## src/rtl/vedic_mult_pipe.sv

```systemverilog
// Pipelined Urdhva-Tiryagbhyam multiplier, signed/unsigned per beat; optional accumulator under VEDIC_MULT_ACC_EN.
// Latency 3 cycles from input transfer to out_vld, 1 beat/cycle sustained.
// Backpressure: global stall, every stage holds while out_valid && !out_ready.

module vedic_core #(
  parameter int N = 2
) (
  input  logic [N-1:0]   a,
  input  logic [N-1:0]   b,
  output logic [2*N-1:0] p
);

  if (N == 2) begin : g_cell
    // 2x2 vertical-and-crosswise cell: column sums with explicit carries
    logic x_dat, y_dat, t_dat, k_dat;
    assign x_dat = a[1] & b[0];
    assign y_dat = a[0] & b[1];
    assign t_dat = a[1] & b[1];
    assign k_dat = x_dat & y_dat;
    assign p = {t_dat & k_dat, t_dat ^ k_dat, x_dat ^ y_dat, a[0] & b[0]};
  end else begin : g_rec
    localparam int M = N / 2;
    logic [N-1:0] qp [4];
    logic [N:0]   mid;

    for (genvar q = 0; q < 4; q++) begin : g_q
      vedic_core #(.N(M)) u_q (
        .a ((q % 2 == 1) ? a[N-1:M] : a[M-1:0]),
        .b ((q / 2 == 1) ? b[N-1:M] : b[M-1:0]),
        .p (qp[q])
      );
    end

    // hh and ll occupy disjoint halves, so they concatenate; only the cross terms add
    assign mid = {1'b0, qp[1]} + {1'b0, qp[2]};
    assign p   = {qp[3], qp[0]} + ({{(N-1){1'b0}}, mid} << M);
  end

endmodule

// Three-stage multiplier top: S1 sign/magnitude, S2 quadrant products, S3 combine and negate.
// Latency 3 cycles, full throughput; VEDIC_MULT_ACC_EN adds acc_clr/out_acc running sum.
// Backpressure: in_ready = !out_valid || out_ready; all stages freeze together on stall.
module vedic_mult_pipe #(
  parameter int WIDTH     = 16,
  parameter int ACC_GUARD = 8
) (
  input  logic                 clk,
  input  logic                 rst_n,
  input  logic                 in_valid,
  output logic                 in_ready,
  input  logic [WIDTH-1:0]     in_a,
  input  logic [WIDTH-1:0]     in_b,
  input  logic                 in_signed,
`ifdef VEDIC_MULT_ACC_EN
  input  logic                 acc_clr,
  output logic [2*WIDTH+ACC_GUARD-1:0] out_acc,
`endif
  output logic                 out_valid,
  input  logic                 out_ready,
  output logic [2*WIDTH-1:0]   out_p
);

  localparam int H = WIDTH / 2;

  if ((WIDTH & (WIDTH - 1)) != 0 || WIDTH < 4 || WIDTH > 32 || ACC_GUARD < 1) begin : g_bad_param
    $error("vedic_mult_pipe: WIDTH must be a power of two in 4..32 and ACC_GUARD >= 1");
  end

  logic adv;
  assign adv      = !out_valid || out_ready;
  assign in_ready = adv;

  // S1: sign and operand magnitudes
  logic [WIDTH-1:0] a_mag, b_mag;
  assign a_mag = (in_signed && in_a[WIDTH-1]) ? -in_a : in_a;
  assign b_mag = (in_signed && in_b[WIDTH-1]) ? -in_b : in_b;

  logic             s1_vld, s1_sign;
  logic [WIDTH-1:0] s1_a, s1_b;

  always_ff @(posedge clk or negedge rst_n) begin
    if (!rst_n) begin
      s1_vld  <= 1'b0;
      s1_sign <= 1'b0;
      s1_a    <= '0;
      s1_b    <= '0;
    end else if (adv) begin
      s1_vld <= in_valid;
      if (in_valid) begin
        s1_sign <= in_signed & (in_a[WIDTH-1] ^ in_b[WIDTH-1]);
        s1_a    <= a_mag;
        s1_b    <= b_mag;
      end
    end
  end

  // S2: quadrants q0=al*bl, q1=ah*bl, q2=al*bh, q3=ah*bh
  logic [WIDTH-1:0] qp [4];
  for (genvar q = 0; q < 4; q++) begin : g_quad
    vedic_core #(.N(H)) u_quad (
      .a ((q % 2 == 1) ? s1_a[WIDTH-1:H] : s1_a[H-1:0]),
      .b ((q / 2 == 1) ? s1_b[WIDTH-1:H] : s1_b[H-1:0]),
      .p (qp[q])
    );
  end

  logic             s2_vld, s2_sign;
  logic [WIDTH-1:0] s2_q [4];

  always_ff @(posedge clk or negedge rst_n) begin
    if (!rst_n) begin
      s2_vld  <= 1'b0;
      s2_sign <= 1'b0;
      for (int i = 0; i < 4; i++) s2_q[i] <= '0;
    end else if (adv) begin
      s2_vld <= s1_vld;
      if (s1_vld) begin
        s2_sign <= s1_sign;
        for (int i = 0; i < 4; i++) s2_q[i] <= qp[i];
      end
    end
  end

  // S3: recombine quadrants, then apply sign; negating zero yields zero
  logic [WIDTH:0]     mid;
  logic [2*WIDTH-1:0] p_mag, p_nxt;
  assign mid   = {1'b0, s2_q[1]} + {1'b0, s2_q[2]};
  assign p_mag = {s2_q[3], s2_q[0]} + ({{(WIDTH-1){1'b0}}, mid} << H);
  assign p_nxt = s2_sign ? -p_mag : p_mag;

  always_ff @(posedge clk or negedge rst_n) begin
    if (!rst_n) begin
      out_valid <= 1'b0;
      out_p     <= '0;
    end else if (adv) begin
      out_valid <= s2_vld;
      if (s2_vld) out_p <= p_nxt;
    end
  end

`ifdef VEDIC_MULT_ACC_EN
  logic s1_mode, s2_mode, s1_clr, s2_clr;
  logic [2*WIDTH+ACC_GUARD-1:0] p_ext;

  always_ff @(posedge clk or negedge rst_n) begin
    if (!rst_n) begin
      s1_mode <= 1'b0;
      s1_clr  <= 1'b0;
      s2_mode <= 1'b0;
      s2_clr  <= 1'b0;
    end else if (adv) begin
      if (in_valid) begin
        s1_mode <= in_signed;
        s1_clr  <= acc_clr;
      end
      if (s1_vld) begin
        s2_mode <= s1_mode;
        s2_clr  <= s1_clr;
      end
    end
  end

  // signed products extend with their sign bit, unsigned ones with zeros
  assign p_ext = s2_mode ? {{ACC_GUARD{p_nxt[2*WIDTH-1]}}, p_nxt}
                         : {{ACC_GUARD{1'b0}}, p_nxt};

  always_ff @(posedge clk or negedge rst_n) begin
    if (!rst_n) begin
      out_acc <= '0;
    end else if (adv && s2_vld) begin
      out_acc <= (s2_clr ? '0 : out_acc) + p_ext;
    end
  end
`endif

endmodule

```

## config.mk

```make
export PLATFORM = sky130hd
export DESIGN_NAME = vedic_mult_pipe
export DESIGN_NICKNAME = d
export VERILOG_FILES = /design/src/rtl/vedic_mult_pipe.sv
export SDC_FILE = /design/constraint.sdc
export NUM_CORES = 1
export LEC_CHECK = 0
export CELL_PAD_IN_SITES_DETAIL_PLACEMENT = 0
export CELL_PAD_IN_SITES_GLOBAL_PLACEMENT = 2
export CORE_UTILIZATION = 37
export DETAILED_ROUTE_END_ITERATION = 12
export PLACE_DENSITY = 0.83
export RECOVER_POWER = 50
export SYNTH_ARGS = -nofsm -noshare
export SYNTH_HDL_FRONTEND = slang
export SYNTH_HIERARCHICAL = 1
export SYNTH_SLANG_ARGS = --single-unit
```

## constraint.sdc

```tcl
create_clock -name clk -period 4.23 [get_ports clk]
set_input_delay 0.6345 -clock clk [delete_from_list [all_inputs] [get_ports clk]]
set_output_delay 0.6345 -clock clk [all_outputs]
set_load 0.05 [all_outputs]
```

==> results.md <==
- Outcome: complete, but fails checks
- Failing checks: capacitance limit, slew limit, setup timing
- FF+latch count, synth: 133
- HP Start: out_p[30]
- Syn Nets: 2601
- Routed length per instance: 16.5 um
- Storage element area: 3370 um2
- M2 GR Usage: 0.361
- Drt pass-1 iters: 5
- Crit Path Category: reg -> reg
- CP Data Arrival Time: 5110 ps
- Initial core utilization: 0.376
- I/O Pins: 71
- Min Tclk post-route: 4760 ps
- Fin nets: 3049
- Final Util: 0.530
- Inserted Diodes: 0
- Number of global-route vias before repair: 16980
- Core Area: 51400 um2
- Max-Slew Margin vs Limit: -0.388
- Routability cong.: 0.844
- EDFF count, synth: 0
- CP required: 4580 ps
- Die H: 231 um
- Layout cell share with drive strength beyond 1: 0.395
- DRC: 0
- Synth warnings: 6
- Top_reg_cell synth: dfrtp_1
- Placed insts: 3148
- Worst hold slack: 481 ps
- Setup crit end kind: flop
- Post-cts hold buffer count: 0
- First-pass GRT wire length: 86.2 mm
- Clock sinks: 133
- Layout area overhead: 41.1%
- Die span in x: 231 um
- CTS tree: done
- Htree depth: 4
- Worst-margin pin slew: 2080 ps
- WHS Endpoint: out_p[30]
- Grt ovf: 0
- Placement Rows: 83
- Met3 Usage GRT: 0.0273
- Dominant cell type by area after synthesis: ha_1
- Final Hold Fails: 0
- Final Cell Area: 27300 um2
- RSZ-0062 raised after global routing: true
- Synth Instances: 2135
- Worst skew pair latency: 470 ps
- R2r setup slk: -530 ps
- Clock Skews: 10.9 ps
- CP startpoint kind: flop
- Worst-path cell chain: buf_6, and2_4, ha_4, fa_2, inv_2, fa_2, inv_2, a21o_2, a21oi_2, xnor2_1, ha_2, or2_4, o31ai_2, a31oi_1, xor2_1, ha_1, a21oi_2, o211ai_1, and3_4, o21ai_2, xnor2_1, mux2_4
- Setup Viol. Count Final: 33
- Max Fclk: 210 MHz
- First DRT Iteration DRCs: 565
- Synth top cells by count: ha_1 (387), and2_1 (260), xnor2_1 (167)
- Fraction of registers with async set/reset: 1.00
- Largest net degree at the start of global routing: 79
- Vias per std cell: 5.13
- Max Cap Viol: 1
- Busiest grt layer: met2
- Root Driver: clkbuf_16
- Hpwl dp: 43.1 mm
- Via count: 16794
- Max Root-Sink Buffers: 2
- Netlist cell types: 83
- Fill cell count: 4621
- Drt total wl: 54.2 mm
- Non-Filler Instances: 3276
- Multi-input logic area: 18000 um2
- Antenna-violating nets left: 0
- Synth top area cells: ha_1 (25%), dfrtp_1 (17%), and2_1 (8.4%)
- Post-synthesis sequential area ratio: 0.172
- Post-synthesis cell area: 19300 um2
- Share of the synthesized area in the top cell type: 0.251
- Clock transition at the registers of the reported paths: 60 ps
- CP max stage delay: 580 ps
- Reg-to-reg endpoint: s2_q[62]
- Post-Place Cell Area: 23500 um2
- FF-to-FF path depth: 22
- Hold Crit Depth: 2
- Worst r2r src: s1_a[4]
- Die Footprint: 53100 um2
- Worst setup margin: -533 ps
- Met1 track demand over resource: 0.250
- Mean Syn Cell Area: 9.05 um2
- Overall routing resource usage: 0.203
- Largest fanout on the critical path: 5
- Cts bufs inserted: 17
- Period utilization: 1.13
- Hold Crit Class: reg -> reg
- Initial antenna violation count: 1
- PortBufs: 70
- Count leader, synth: ha_1
- Slowest cell on the critical path: fa_2
- Slew Limit Fails: 79
[metrics by stage]
step	setup TNS [ps]	setup slack (ps)
floorplan	-863	-178
global placement	-10880	-512
detailed placement	-12480	-560
CTS	-7840	-411
global route	-17820	-773
finish	-9810	-533
[layer usage]
layer,part of all wire,vias up
met2,0.51,158
met4,0.027,0
met3,0.018,67
li1,-,8429
met1,0.45,8140
met5,0,-
[sequential cells by signal, summed over array words and instances (netlist names)]
| signal | count |
|---|---|
| s1_a | 16 |
| out_p | 32 |
| s2_q | 64 |
| s2_sign | 1 |
| s2_vld | 1 |
| s1_sign | 1 |
| out_valid | 1 |
| s1_b | 16 |
| s1_vld | 1 |
[how the worst max path moves through the flow]
stage | startpoint | end | slack, ps | depth (start not counted)
floorplan | s1_b[9] | s2_q[30] | -180 | 21
global placement | s1_a[6] | s2_q[63] | -510 | 20
detailed placement | s1_a[6] | s2_q[63] | -560 | 20
CTS | s1_b[4] | s2_q[46] | -410 | 21
global route | s2_q[32] | out_p[27] | -770 | 25
finish | s1_a[4] | s2_q[62] | -530 | 22
[worst max-delay path: cells and delay by family, from the launching register on]
family	cells	cell delay (ps)
AOI/OAI and AO/OA	7	830
adders and majority gates	5	1820
buffers and inverters	3	250
muxes	1	270
DFF	1	460
xor gates and xnor gates	3	420
and+or+nand+nor	3	600
[cell families (layout without fill, tap and decap cells)]
kind of cell	after synthesis	count (layout)	synth area share
adder cells (fa/ha/maj)	429	429	0.294
XOR/XNOR	240	240	0.109
AO/OA/AOI/OAI	520	520	0.187
AND/OR/NAND/NOR	582	582	0.165
buffers and inverters	163	624	0.0323
multiplexers	68	68	0.0394
flip-flops	133	133	0.172
[final cells by class]
type / instances / area share
multi-input cells: 1839 / 0.661
repair buffers: 464 / 0.144
flip-flops and latches: 133 / 0.124
well taps: 680 / 0.0312
inverters: 128 / 0.0176
clock buffers: 18 / 0.0161
clock inverters: 14 / 0.00619
[placed cells by master (no fill, tap or decap), types with 22 or more instances in the layout]
cell type | Yosys | final
buf_6 | 1 | 55
buf_4 | 1 | 329
a21oi_1 | 111 | 50
xnor2_2 | 0 | 25
a21oi_2 | 16 | 65
ha_1 | 387 | 279
inv_1 | 128 | 110
nand2_1 | 128 | 114
a211oi_2 | 24 | 27
xnor2_1 | 167 | 135
fa_2 | 0 | 22
a21o_1 | 83 | 83
nor2_1 | 75 | 59
o21ai_1 | 15 | 33
and2_4 | 0 | 36
and2_1 | 260 | 224
xor2_1 | 72 | 64
o21ai_0 | 124 | 88
clkdlybuf4s50_1 | 0 | 69
ha_2 | 0 | 32
dfrtp_1 | 133 | 101
mux2_2 | 65 | 45
dfrtp_2 | 0 | 32
ha_4 | 0 | 76
[what timing repair did]
action | CTS | global route
pin swaps | 164 | 218
gates resized for setup | 239 | 248
setup buffers | 50 | 54
setup endpoints to repair | 38 | 47
gates cloned | 0 | 0
Power is left out: the tool's default activity adds up to more than one toggle a clock period on the data nets, which glitch-free logic cannot reach.
